$ cat src/rtl/otter_div_pkg.sv
// Shared types and constants for the OTTER iterative divider.
package otter_div_pkg;

  localparam int unsigned DIV_XLEN = 32;

  typedef enum logic [1:0] {IDLE, CALC, FIX, DONE} div_state_t;

  typedef enum logic [1:0] {
    OP_DIV  = 2'b00,
    OP_DIVU = 2'b01,
    OP_REM  = 2'b10,
    OP_REMU = 2'b11
  } div_op_t;

  localparam logic [DIV_XLEN-1:0] DIV_BY_ZERO_Q = '1;
  localparam logic [DIV_XLEN-1:0] SIGNED_MIN    = {1'b1, {(DIV_XLEN-1){1'b0}}};

endpackage

$ cat src/rtl/otter_div_step.sv
// One radix-2 restoring iteration: shift {rem,quo} left, trial-subtract divisor.
module otter_div_step #(
  parameter int XLEN = 32
) (
  input  logic [XLEN-1:0] rem_i,
  input  logic [XLEN-1:0] quo_i,
  input  logic [XLEN-1:0] div_i,
  output logic [XLEN-1:0] rem_o,
  output logic [XLEN-1:0] quo_o
);

  logic [XLEN:0] shifted;
  logic [XLEN:0] diff;

  always_comb begin
    shifted = {rem_i, quo_i[XLEN-1]};
    diff    = shifted - {1'b0, div_i};
    // rem < div holds on entry, so a non-negative diff always fits in XLEN bits
    if (!diff[XLEN]) begin
      rem_o = diff[XLEN-1:0];
      quo_o = {quo_i[XLEN-2:0], 1'b1};
    end else begin
      rem_o = {rem_i[XLEN-2:0], quo_i[XLEN-1]};
      quo_o = {quo_i[XLEN-2:0], 1'b0};
    end
  end

endmodule

$ cat src/rtl/otter_div_unit.sv
// Iterative RV32M DIV/DIVU/REM/REMU unit, one quotient bit per clock,
// START/BUSY/DONE handshake with KILL squash.
module otter_div_unit
  import otter_div_pkg::*;
#(
  parameter int XLEN = DIV_XLEN
) (
  input  logic            CLK,
  input  logic            RST,
  input  logic            START,
  input  logic            KILL,
  input  logic [1:0]      FUNCT3,
  input  logic [XLEN-1:0] OP1,
  input  logic [XLEN-1:0] OP2,
  output logic            BUSY,
  output logic            DONE,
  output logic [XLEN-1:0] RESULT
);

  localparam int CW = $clog2(XLEN) + 1;

  div_state_t      state_q;
  div_op_t         op_q;
  logic [XLEN-1:0] div_q, rem_q, quo_q, res_q;
  logic [XLEN-1:0] rem_d, quo_d;
  logic            negq_q, negr_q, busy_q, done_q;
  logic [CW-1:0]   cnt_q;

  logic            is_signed, is_rem, op1_neg, op2_neg, div0, ovf;
  logic [XLEN-1:0] abs1, abs2, spec_res, q_fix, r_fix, fix_res;

  always_comb begin
    is_signed = ~FUNCT3[0];
    is_rem    = FUNCT3[1];
    op1_neg   = is_signed & OP1[XLEN-1];
    op2_neg   = is_signed & OP2[XLEN-1];
    abs1      = op1_neg ? (~OP1 + 1'b1) : OP1;
    abs2      = op2_neg ? (~OP2 + 1'b1) : OP2;
    div0      = (OP2 == '0);
    ovf       = is_signed && (OP1 == SIGNED_MIN) && (OP2 == DIV_BY_ZERO_Q);
    if (div0) spec_res = is_rem ? OP1 : DIV_BY_ZERO_Q;
    else      spec_res = is_rem ? '0  : SIGNED_MIN;
  end

  otter_div_step #(.XLEN(XLEN)) u_step (
    .rem_i (rem_q),
    .quo_i (quo_q),
    .div_i (div_q),
    .rem_o (rem_d),
    .quo_o (quo_d)
  );

  always_comb begin
    q_fix   = negq_q ? (~quo_q + 1'b1) : quo_q;
    r_fix   = negr_q ? (~rem_q + 1'b1) : rem_q;
    fix_res = (op_q == OP_REM || op_q == OP_REMU) ? r_fix : q_fix;
  end

  always_ff @(posedge CLK or posedge RST) begin
    if (RST) begin
      state_q <= IDLE;
      op_q    <= OP_DIV;
      div_q   <= '0;
      rem_q   <= '0;
      quo_q   <= '0;
      res_q   <= '0;
      negq_q  <= 1'b0;
      negr_q  <= 1'b0;
      busy_q  <= 1'b0;
      done_q  <= 1'b0;
      cnt_q   <= '0;
    end else if (KILL) begin
      state_q <= IDLE;
      busy_q  <= 1'b0;
      done_q  <= 1'b0;
    end else begin
      case (state_q)
        IDLE, otter_div_pkg::DONE: begin
          state_q <= IDLE;
          busy_q  <= 1'b0;
          done_q  <= 1'b0;
          if (START) begin
            if (div0 || ovf) begin
              // architecturally defined results bypass the iteration entirely
              res_q   <= spec_res;
              done_q  <= 1'b1;
              state_q <= otter_div_pkg::DONE;
            end else begin
              op_q    <= div_op_t'(FUNCT3);
              div_q   <= abs2;
              quo_q   <= abs1;
              rem_q   <= '0;
              cnt_q   <= '0;
              negq_q  <= op1_neg ^ op2_neg;
              negr_q  <= op1_neg;
              busy_q  <= 1'b1;
              state_q <= CALC;
            end
          end
        end
        CALC: begin
          rem_q <= rem_d;
          quo_q <= quo_d;
          cnt_q <= cnt_q + 1'b1;
          if (cnt_q == CW'(XLEN - 1)) state_q <= FIX;
        end
        FIX: begin
          res_q   <= fix_res;
          busy_q  <= 1'b0;
          done_q  <= 1'b1;
          state_q <= otter_div_pkg::DONE;
        end
        default: state_q <= IDLE;
      endcase
    end
  end

  assign BUSY   = busy_q;
  assign DONE   = done_q;
  assign RESULT = res_q;

endmodule

$ cat config.mk
export PLATFORM = sky130hd
export DESIGN_NAME = otter_div_unit
export DESIGN_NICKNAME = d
export VERILOG_FILES = /design/src/rtl/otter_div_pkg.sv /design/src/rtl/otter_div_step.sv /design/src/rtl/otter_div_unit.sv
export SDC_FILE = /design/constraint.sdc
export NUM_CORES = 1
export LEC_CHECK = 0
export BUFFER_PORTS_ARGS = -buffer_cell sky130_fd_sc_hd__buf_2
export CAP_MARGIN = 20
export CORE_UTILIZATION = 60
export CTS_CLUSTER_DIAMETER = 150
export CTS_CLUSTER_SIZE = 28
export DETAILED_ROUTE_END_ITERATION = 12
export PLACE_DENSITY = 0.86
export SLEW_MARGIN = 15
export SYNTH_ARGS = -nofsm -noshare
export SYNTH_HDL_FRONTEND = slang
export SYNTH_SLANG_ARGS = --single-unit
$ cat constraint.sdc
create_clock -name CLK -period 9.9 [get_ports CLK]
set_input_delay 0.99 -clock CLK [delete_from_list [all_inputs] [get_ports CLK]]
set_output_delay 0.99 -clock CLK [all_outputs]
set_load 0.01 [all_outputs]
Yosys cells after proc, flatten, opt, wreduce, memory -nomap -nowiden:

Cells that the tools add are included.
W data, S select, Z words.

* flip-flop bits (word level): 142
* latch bits: 0
* RAM bits: 0
* memory bits (read-only): 0
* bits of input ports: 70
* output and inout port bits: 34
* logic and storage cells: 87
* memories: 0

* add/subtract/negate cells: 6
* multipliers: 0
* divide/modulo/power cells: 0
* magnitude comparators: 0
* equality and inequality tests: 12
* shifts and indexed selects: 0
* multiplexer cells: 35
* bitwise operators: 10
* reduce and logical (&&, ||, !) cells: 13

Operators by type and width (number)
* $mux W32: 15
* $pmux W32 S2: 3
* $add A32 B1 Y32 const B: 4
* $not A32 Y32: 4
* $eq A32 B32 Y1 const B: 2
* $sub A33 B32 Y33: 1
* $logic_not A32 Y1: 1
* $mux W6: 2
* $pmux W6 S2: 1
* $reduce_and A4 Y1: 3
* $eq A2 B2 Y1 const B: 4
* $mux W2: 4
* $mux W1: 7
* $add A6 B1 Y6 const B: 1
* $eq A6 B5 Y1 const B: 1
* $ne A2 B2 Y1 const B: 3
* $pmux W2 S3: 1
* $pmux W1 S2: 2
* $reduce_bool A2 Y1: 2
* $ne A3 B3 Y1 const B: 1
* $not A1 Y1: 3
* $reduce_bool A3 Y1: 1
* $and A1 B1 Y1: 2
* $eq A2 B1 Y1 const B: 1
* other kinds (5): 7

Depth between registers and ports, before layout:

Gate-level depths: netlist (run 1).

* depth after elaboration: 8
* gate-level depth with buffers: 13
* depth with buffers taken out: 12

Cells and area by module:

From an unflattened synthesis (run 1), not the netlist that was laid out.

* cell total of the unflattened synthesis: 1475
* area, all modules: 11751.3 µm²

Modules (own cells, without submodules)
* otter_div_unit: instances 1, cells each 1135, area each 9201.3 µm², seq. area each 3528.4 µm²
* otter_div_step: instances 1, cells each 340, area each 2549.9 µm², seq. area each 0.0 µm²

Worst setup path before layout (run 1):

No wires, ideal clock.

* kind: input -> register
* start: in OP2[0]
* end: reg rem_q[16]
* setup time: 0.146 ns
* arrival: 3.319 ns
* required time: 9.754 ns
* path slack: 6.435 ns
* stages: 12
* path buffers: 2
* path through: inv_1 ha_1 or4b_1 nor4_1 and4b_1 o21bai_1 o21ai_1 and2_1 clkbuf_1 nand3_1 clkbuf_1 o221ai_1

* cells in the longest elaborated chain, start to end: 5

RTL lines
* start: declaration: line otter_div_unit.sv:14 `input logic [XLEN-1:0] OP2,`
* $eq A32 B32 Y1: line otter_div_unit.sv:40 `ovf = is_signed && (OP1 == SIGNED_MIN) && (OP2 == DIV_BY_ZERO_Q);`
* $logic_and A1 B1 Y1: line otter_div_unit.sv:40
* $logic_or A1 B1 Y1 (*): line otter_div_unit.sv:83 `if (div0 || ovf) begin`
* $ne A2 B2 Y1 (no line) (*)
* $reduce_and A4 Y1 (no line) (*)
* end signal: assignment: line otter_div_unit.sv:102 `rem_q <= rem_d;`
* end: declaration: line otter_div_unit.sv:24 `logic [XLEN-1:0] div_q, rem_q, quo_q, res_q;`

Mark *: on every way between the ends. The rest lies on a longest branch, timed or not.
A chain may end at the register's enable or synchronous reset.

Worst setup path after layout (run 1):

* start: in OP1[20]
* end: reg cnt_q[5]

* cells in the longest elaborated chain, start to end: 6

RTL lines
* start: declaration: line otter_div_unit.sv:13 `input logic [XLEN-1:0] OP1,`
* $eq A32 B32 Y1: line otter_div_unit.sv:40
* $logic_and A1 B1 Y1 (2 in a row): line otter_div_unit.sv:40
* $logic_or A1 B1 Y1: line otter_div_unit.sv:83
* $ne A2 B2 Y1 (no line)
* $reduce_and A4 Y1 (no line)
* end signal: assignment: line otter_div_unit.sv:104 `cnt_q <= cnt_q + 1'b1;`
* end: declaration: line otter_div_unit.sv:27 `logic [CW-1:0] cnt_q;`

Every way passes these cells.

==> metrics.txt, run 1 <==
fill count between 1k and 1.5k; Buf+Inv Stages, Crit Path 3; Buffers on Ports roughly 100; Max stage delay cell, worst path nor4_1; Worst-Margin Slew 1.070 ns; Post-Syn Area approximately 11000 um^2; main combinational cell family by area after synthesis compound AO/OA/AOI/OAI gates; die area around 19000 um^2; Post-CTS Resized 0; Post-CTS Hold Buffers 0; Yosys warning total 0; most frequent cell after synthesis nand2_1; multiplexer share of the synthesized area less than 1%; Max FO, Critical Path around 70; Tot Pwr between 4 and 5 mW; Slew Limit Headroom 28.66%; total CTS buffers 17; final WL roughly 30000 um; Non-Filler Instances about 1.7k; Placer Congestion 1.001; complex-gate fraction of the synthesized area 26.32%; fin. max-slew vios 0; RSZ-0062 raised after global routing no; Core Footprint 17960 um^2; Clock Tree Buf Depth 2; first-pass GRT wire length 48560 um; Main synth FF type dfrtp_1; dominant cells by area after synthesis dfrtp_1, nand2_1, xnor2_1; xor and xnor area share after synthesis around 11%; Reg area about 3500 um^2; Yosys top cell by area dfrtp_1; syn nets 1491; TritonCTS clock tree built; Iter 0 DRT Violations ~1.3k; 1st-pass router iterations 6; IO Pins around 100; Yosys top cell area share roughly a third; Leakage ~5.3 nW; Final period util between 50% and 60%; Final Hold Violating Endpoints 0; Sink Count approximately 140; GRT Residual Overflow 0; WP data arrival 5.38 ns; FFs w/ async S/R, synth 100.0%; Mapped Avg Cell Area roughly 7.9 um^2; initial antenna violation count 0; Max Cap Viol 0; Setup crit start kind input pin; Setup CP Type input pin to flip-flop; register bit total from synthesis between 100 and 150; num rows 49; Hold Crit Class flip-flop to flip-flop; Detail Placement HPWL ~22000 um; vias per cell between 6 and 7; starting density of the core approximately 61%; outcome finished, final reports clean; die height ~140 um; htree depth 4; crit path cell chain buf_2 > or4_1 > nor4_1 > nand4_1 > o21bai_1 > nor3_2 > buf_4 > a21oi_4 > buf_4 > nor3_1 > xnor2_1 > nor2_1; placed cells between 1.5k and 2k; CP required around 10 ns; Post-synth EDFFs 0; die width 137.2 um; slowest stage delay, CP 0.69 ns; cell count after synthesis approximately 1.4k; drt drc 0; largest net degree at the start of global routing 81; share of cells above drive strength 1 between 10 and 15%; vias in the first global route around 10k; VDD IR-drop max roughly 0.21 mV; post-synthesis adder-cell area fraction 4.746%; nets about 1.5k; footprint of the multi-input gates between 6000 and 7000 um^2; Power Density 370.6 nW/um^2; Routed WL per cell roughly 18 um; Detail Route Antenna Nets 0; fmax 0.1973 GHz; area added between synthesis and finish 11.00%; endpoints failing setup 0; register area share after synthesis between 30 and 40%; Setup Skew approximately 0.011 ns; Reg clk slew, reported paths approximately 0.060 ns; CP top delay family simple AND/OR/NAND/NOR gates; minimum clock period around 5.1 ns; Yosys cell types 74; setup_tns 0 ns; Clk Latency, worst-skew pair ~0.43 ns; simple-gate share of the synthesized area about a fifth; global-route usage over all layers between 30% and 40%; clock root buffer clkbuf_16; most used cell, CP buf_4; list of most frequent post-synthesis cells nand2_1, dfrtp_1, o21ai_0; Vias 10.80k; Setup Fix Bufs, Post-CTS 0; crit end category flip-flop
[registers in the layout, indices dropped and copies added, names as in the netlist]
signal,count
BUSY,1
DONE,1
RESULT,32
cnt_q,6
div_q,32
negq_q,1
negr_q,1
op_q,1
quo_q,32
rem_q,32
state_q,2
[layout by cell type, fill, tap and decap left out, drive strengths merged, types with 20 or more instances in the layout]
| cell type | count |
|---|---|
| a21oi | 109 |
| buf | 118 |
| clkbuf | 20 |
| dfrtp | 141 |
| ha | 40 |
| inv | 58 |
| nand2 | 195 |
| nand4 | 23 |
| nor2 | 107 |
| nor3 | 22 |
| o211ai | 27 |
| o21ai | 146 |
| o221ai | 26 |
| o31ai | 31 |
| or4 | 24 |
| xnor2 | 78 |
| xor2 | 64 |
[per-stage QoR]
step	cell area, um^2	utilization [%]	hold slack (ns)	setup WS [ns]
3_5_place_dp	11530	64.17	0.4595	4.703
5_1_grt	12170	67.76	0.4958	4.676
3_3_place_gp	11530	64.17	0.4558	4.780
2_1_floorplan	10970	-	0.4498	5.129
6_report	12170	67.77	0.4771	4.830
4_1_cts	12110	67.42	0.4821	5.018
[report_power, final]
part | switching [mW] | internal [mW]
registers | 0.322 | 0.824
logic | 1.64 | 1.09
clock network | 0.248 | 0.387
[kinds of logic after synthesis]
| family | Yosys count |
|---|---|
| and+or+nand+nor | 459 |
| AOI/OAI and AO/OA | 452 |
| buffers and inverters | 140 |
| muxes | 5 |
| DFF | 141 |
| xor gates and xnor gates | 142 |
| adders and majority gates | 41 |
[final cells by class]
type / instances / share of cell area, %
Sequential cell: 141 / 28.98
Timing Repair Buffer: 118 / 5.324
Antenna cell: 1 / 0.02055
Inverter: 58 / 1.829
Clock inverter: 11 / 0.9661
Multi-Input combinational cell: 1099 / 56.69
Clock buffer: 20 / 3.834
Tap cell: 229 / 2.354
[path summary, 6_finish.rpt]
kind,from,end,slack [ns],cells past startpoint
worst max-delay path,OP1[20],cnt_q[5],4.83,12
worst min-delay path,RESULT[7],RESULT[7],0.48,1
worst max register to register,quo_q[31],rem_q[16],5.64,12
worst min register to register,RESULT[7],RESULT[7],0.48,1
max in group asynchronous,RST,rem_q[22],8.11,4
min in group asynchronous,RST,quo_q[7],0.62,2
[metal layers]
| layer | global-route usage (%) | vias to the layer above | wire, um |
|---|---|---|---|
| met2 | 52.69 | 600 | 13650 |
| met5 | 0 | - | 0 |
| met4 | 13.80 | 0 | 1034 |
| met1 | 44.07 | 5007 | 12760 |
| met3 | 6.255 | 81 | 2903 |
| li1 | - | 5107 | - |
Power figures use the tool's default switching activity.
==> run 2, diff against run 1 <==
--- a/config.mk
+++ b/config.mk
@@ -7,11 +7,11 @@
 export LEC_CHECK = 0
 export BUFFER_PORTS_ARGS = -buffer_cell sky130_fd_sc_hd__buf_2
 export CAP_MARGIN = 20
-export CORE_UTILIZATION = 60
+export CORE_UTILIZATION = 55
 export CTS_CLUSTER_DIAMETER = 150
 export CTS_CLUSTER_SIZE = 28
 export DETAILED_ROUTE_END_ITERATION = 12
-export PLACE_DENSITY = 0.86
+export PLACE_DENSITY = 0.83
 export SLEW_MARGIN = 15
 export SYNTH_ARGS = -nofsm -noshare
 export SYNTH_HDL_FRONTEND = slang
==> constraint.sdc (replaced) <==
create_clock -name CLK -period 4.49 [get_ports CLK]
set_input_delay 0.449 -clock CLK [delete_from_list [all_inputs] [get_ports CLK]]
set_output_delay 0.449 -clock CLK [all_outputs]
set_load 0.01 [all_outputs]
==> run 2 against run 1 <==
Effect of this change:
- via count up 1.9%
- utilization down 4.4 points
- highest routed layer unchanged
- critical path type is now flip-flop to flip-flop
- worst setup slack worse by 4.4 ns
- global-route usage down 1.7 points
- routed wire length up 3.3%
- clock-buffer cell count up 1
- critical path depth down 1
- clock skew down 0.0033 ns
- sequential power up 120%
- sequential share of layout area down 0.47 points
- non-clock buffer count up 5
- worst hold slack worse by 0.46 ns
==> metrics.txt, run 2 (synthesis results as in run 1) <==
outcome finished, final reports clean; VDD IR-drop max 0.3971 mV (+91%); Non-Filler Instances 1718 (+2.4%); Vias 11.00k (+1.9%); GRT Residual Overflow 0 (unchanged); first-pass GRT wire length 50690 um (+4.4%); Routed WL per cell 18.25 um (+0.83%); sw frac 48.09% (-0.99 points); Post-CTS Hold Buffers 0 (unchanged); Sink Count 141 (unchanged); most common cell after layout, fill and taps aside nand2_1; Clk Latency, worst-skew pair 0.44 ns (about the same); Setup Skew 0.007948 ns (-0.003297 ns); 1st-pass router iterations 6 (unchanged); fmax between 0.2 and 0.25 GHz; # diodes 0 (-1); Detail Placement HPWL 22270 um (+2.2%); Area after DPL 11630 um^2 (+0.89%); fin. max-slew vios 0 (unchanged); Buffers on Ports 103 (unchanged); Max Cap Viol 0 (unchanged); vias per cell 6.402 (-0.54%); Detail Route Antenna Nets 0 (unchanged); minimum clock period roughly 4.1 ns; Clk pwr share 16.3% (+2.2 points); nets 1551 (+0.32%); commonest cells after routing, fill and taps aside nand2_1, dfrtp_1, o21ai_0; initial antenna violation count 0 (unchanged); IO Pins 104 (unchanged); Iter 0 DRT Violations 1205 (-9.9%); Core Footprint 19530 um^2 (+8.7%); Setup crit start kind flip-flop; WHS 0.01543 ns (-0.4617 ns); share of cells above drive strength 1 11.77% (+0.23 points); setup_tns 0 ns (unchanged); largest net degree at the start of global routing 111 (+37%); Placer Congestion 0.9284 (-7.3%); WP data arrival 4.40 ns (-0.98 ns); Tot Pwr 10.31 mW (+130%); crit end category flip-flop; Reg clk slew, reported paths 0.06 ns (about the same); Final Util 63.39% (-4.4 points); Worst-Margin Slew 1.057 ns (-0.01340 ns); TritonCTS clock tree built; Max FO, Critical Path 11 (-85%); Reg area 3528 um^2 (unchanged); footprint of the multi-input gates 6892 um^2 (-0.15%); total CTS buffers 17 (unchanged); Setup CP Type flip-flop to flip-flop; final WL 31360 um (+3.3%); num rows 51 (+4.1%); vias in the first global route 10.14k (+3.2%); die height 143.2 um (+4.4%); Slew Limit Headroom 29.56% (+0.89 points); Final Hold Violating Endpoints 0 (unchanged); endpoints failing setup 0 (unchanged); drt drc 0 (unchanged); htree depth 4 (unchanged); Final period util about nine tenths; die area 20510 um^2 (+9.0%); Hold Crit Class input pin to asynchronous set/reset pin; Power Density 832.9 nW/um^2 (+120%); Psw 4.957 mW (+120%); Post-CTS Resized 0 (unchanged); fin worst setup slack 0.4228 ns (-4.407 ns); area added between synthesis and finish 12.85%; Setup Fix Bufs, Post-CTS 0 (unchanged); global-route usage over all layers 31.43% (-1.7 points); Int Pwr 5.351 mW (+130%); Setup WS pre-CTS 0.5896 ns (-4.114 ns); RSZ-0062 raised after global routing no; final instance area 12380 um^2 (+1.7%); Clock Tree Buf Depth 2 (unchanged); die width 143.2 um (+4.4%); placed cells 1683 (+2.6%); clock root buffer clkbuf_16; Flop pwr share 24.9% (-0.5 points); starting density of the core 56.17% (-4.9 points); CP required 4.83 ns (-5.38 ns); fill count 1659 (+12%); Leakage 5.365 nW (+1.8%); Comb pwr share 58.8% (-1.7 points)
==> run 2: worst max-delay path, stage by stage (launching register included) <==
cell and delay, ns:
dfrtp_1 0.47, ha_1 0.38, nor2b_1 0.18, o31ai_1 0.52
a221o_1 0.37, nor3b_1 0.08, a211oi_1 0.50, a211oi_1 0.18
nor3_1 0.55, nor2_1 0.28, buf_4 0.27, o221ai_1 0.19
==> run 2: metal layers <==
metal | track usage [%] | up-vias | wire length (um)
met5 | 0 | - | 0
met4 | 13.21 | 0 | 994
met3 | 4.930 | 106 | 3025
met2 | 51.58 | 608 | 14510
met1 | 41.11 | 5173 | 12830
li1 | - | 5112 | -
==> run 2: cell type report <==
type,count,area share (%)
inverter,58,1.799
multi-input combinational,1099,55.68
clock inverter,11,1.911
tap,265,2.679
timing repair buffer,123,5.702
sequential,141,28.51
clock buffer,21,3.720
==> run 2: path summary, 6_finish.rpt <==
check | end | slack, ns | depth (start not counted) | from
worst max-delay path | rem_q[9] | 0.42 | 11 | rem_q[1]
worst min-delay path | quo_q[7] | 0.02 | 2 | RST
worst max register to register | rem_q[9] | 0.42 | 11 | rem_q[1]
worst min register to register | RESULT[3] | 0.47 | 1 | RESULT[3]
max in group asynchronous | RESULT[23] | 3.70 | 3 | RST
min in group CLK | DONE | 0.29 | 2 | KILL
==> run 2: power by group through the flow <==
stage               sequential, mW  combinational (mW)  clock (mW)
global route                  2.65                6.69        1.74
detailed placement            2.56                5.85           0
global placement              2.53                5.68           0
CTS                           2.55                5.92        1.69
finish                        2.57                6.06        1.68
floorplan                     2.33                4.67           0
==> run 3, diff against run 2 <==
--- a/config.mk
+++ b/config.mk
@@ -7,7 +7,9 @@
 export LEC_CHECK = 0
 export BUFFER_PORTS_ARGS = -buffer_cell sky130_fd_sc_hd__buf_2
 export CAP_MARGIN = 20
-export CORE_UTILIZATION = 55
+export CELL_PAD_IN_SITES_DETAIL_PLACEMENT = 2
+export CELL_PAD_IN_SITES_GLOBAL_PLACEMENT = 2
+export CORE_UTILIZATION = 33
 export CTS_CLUSTER_DIAMETER = 150
 export CTS_CLUSTER_SIZE = 28
 export DETAILED_ROUTE_END_ITERATION = 12
==> run 3 against run 2 <==
Effect of this change:
- sequential share of layout area decreased by 0.21 points
- flip-flop and latch count unchanged
- via count increased by 0.14%
- largest power group unchanged
- routed wire length increased by 32%
- clock power decreased by 12%
- design area increased by 0.78%
- non-clock buffer count increased by 1
- utilization decreased by 25 points
- worst hold slack improved by 0.18 ns
- critical path depth increased by 2
- global-route usage decreased by 6.6 points
- clock-buffer cell count decreased by 3
==> metrics.txt, run 3 (synthesis results as in run 1) <==
outcome finished, final reports clean; share of cells above drive strength 1 11.97% (+0.20 points); Tot Pwr 10.50 mW (+1.8%); htree depth 4 (unchanged); fmax 0.2496 GHz (+1.5%); Worst-Margin Slew 1.050 ns (-0.006865 ns); Power Density 841.6 nW/um^2 (+1.0%); area added between synthesis and finish 13.72%; Hold Crit Class input pin to asynchronous set/reset pin; Setup WS pre-CTS 0.2906 ns (-0.2990 ns); total CTS buffers 17 (unchanged); drt drc 0 (unchanged); Detail Placement HPWL 30760 um (+38%); die area 33970 um^2 (+66%); Post-Route M1 WL 18440 um (+44%); Post-CTS Hold Buffers 0 (unchanged); Max Cap Viol 0 (unchanged); Sink Count 141 (unchanged); Setup CP Type flip-flop to flip-flop; Clock Tree Buf Depth 2 (unchanged); 1st-pass router iterations 4 (-2); Reg clk slew, reported paths 0.06 ns (about the same); setup_tns 0 ns (unchanged); RSZ-0062 raised after global routing no; Setup Fix Bufs, Post-CTS 0 (unchanged); Slew Limit Headroom 30.01% (+0.46 points); most common cell after layout, fill and taps aside nand2_1; Met3 Routed Length 1849 um (-39%); Clk Latency, worst-skew pair 0.43 ns (about the same); Max FO, Critical Path 16 (+5); num rows 66 (+29%); Post-CTS Resized 0 (unchanged); largest net degree at the start of global routing 93 (-16%); fin worst setup slack 0.4831 ns (+0.06022 ns); max layer used met5; vias per cell 5.806 (-9.3%); Setup crit start kind flip-flop; Final period util 89.24% (-1.3 points); Placer Congestion 0.8530 (-8.1%); nets 1552 (+0.064%); VDD IR-drop max 0.4000 mV (+0.73%); IO Pins 104 (unchanged); reg2reg start rem_q[0]; WHS 0.1916 ns (+0.1761 ns); Final Util 38.24% (-25 points); endpoints failing setup 0 (unchanged); Routed WL per cell 21.74 um (+19%); met2 WL 20000 um (+38%); minimum clock period 4.007 ns (-0.06022 ns); clock root buffer clkbuf_16; GRT Residual Overflow 0 (unchanged); crit end category flip-flop; Core Footprint 32620 um^2 (+67%); vias in the first global route 11.80k (+16%); TritonCTS clock tree built; global-route usage over all layers 24.85% (-6.6 points); starting density of the core 33.62% (-23 points); commonest cells after routing, fill and taps aside nand2_1, dfrtp_1, o21ai_0; die width 184.3 um (+29%); first-pass GRT wire length 65800 um (+30%); WP data arrival 4.33 ns (-0.07 ns); worst setup path startpoint rem_q[0]; fin. max-slew vios 0 (unchanged); final WL 41240 um (+32%); Vias 11.01k (+0.14%); initial antenna violation count 1 (+1); CP required 4.82 ns (about the same); Leakage 5.301 nW (-1.2%); Setup Skew 0.01329 ns (+0.005342 ns); Buffers on Ports 103 (unchanged); die height 184.3 um (+29%); Final Hold Violating Endpoints 0 (unchanged); Iter 0 DRT Violations 754 (-37%); Detail Route Antenna Nets 0 (unchanged)
run 3: cell types whose count changed in the layout (fill, tap and decap cells not counted), moves of 2 or more:
| cell | change |
|---|---|
| clkbuf_8 | -2 |
| clkinv_4 | +4 |
| clkinvlp_4 | +2 |
| buf_4 | +4 |
| bufinv_16 | -4 |
run 3: cell type report:
type | count | area (um^2)
well taps | 442 | 553.0
repair buffers | 124 | 673.1
diodes | 1 | 2.502
clock buffers | 18 | 429.2
flip-flops and latches | 141 | 3530
inverters | 58 | 222.7
multi-input cells | 1099 | 6892
clock inverters | 14 | 171.4
fillers | 3808 | 20150
run 3: metrics by stage:
stage	cell area, um^2	instances
after detailed placement	11870	1864
after CTS	12470	1896
after global placement	11870	1864
after global routing	12470	1896
after floorplan	10970	1380
final	12470	1897
run 3: routing by layer:
metal / up-vias / GRT usage (%)
met5: - / 0
met3: 68 / 4.248
met1: 5580 / 31.75
li1: 5099 / -
met4: 2 / 7.800
met2: 265 / 42.42
run 3: power by group:
group	switching, mW	internal (mW)
clock	0.603	0.874
combinational	3.97	2.40
sequential	0.836	1.81
total	5.40	5.09
run 3: worst max-delay path: stages (launching register included):
cell and delay [ns]:
dfrtp_1 0.50, inv_1 0.16, fa_1 0.46, nor2b_1 0.25, o31ai_1 0.17, a221o_1 0.40, nor3b_1 0.23, a211oi_1 0.13
a211o_1 0.36, a21oi_1 0.43, buf_4 0.28, nor2_1 0.07, buf_4 0.21, o221ai_1 0.24
run 3: worst paths after layout:
check / to / depth (start not counted) / slack (ns)
worst max register to register: rem_q[16] / 13 / 0.48
worst max-delay path: rem_q[16] / 13 / 0.48
worst min-delay path: quo_q[6] / 2 / 0.19
max in group asynchronous: cnt_q[0] / 3 / 3.30
worst min register to register: RESULT[4] / 1 / 0.48
min in group CLK: DONE / 2 / 0.32
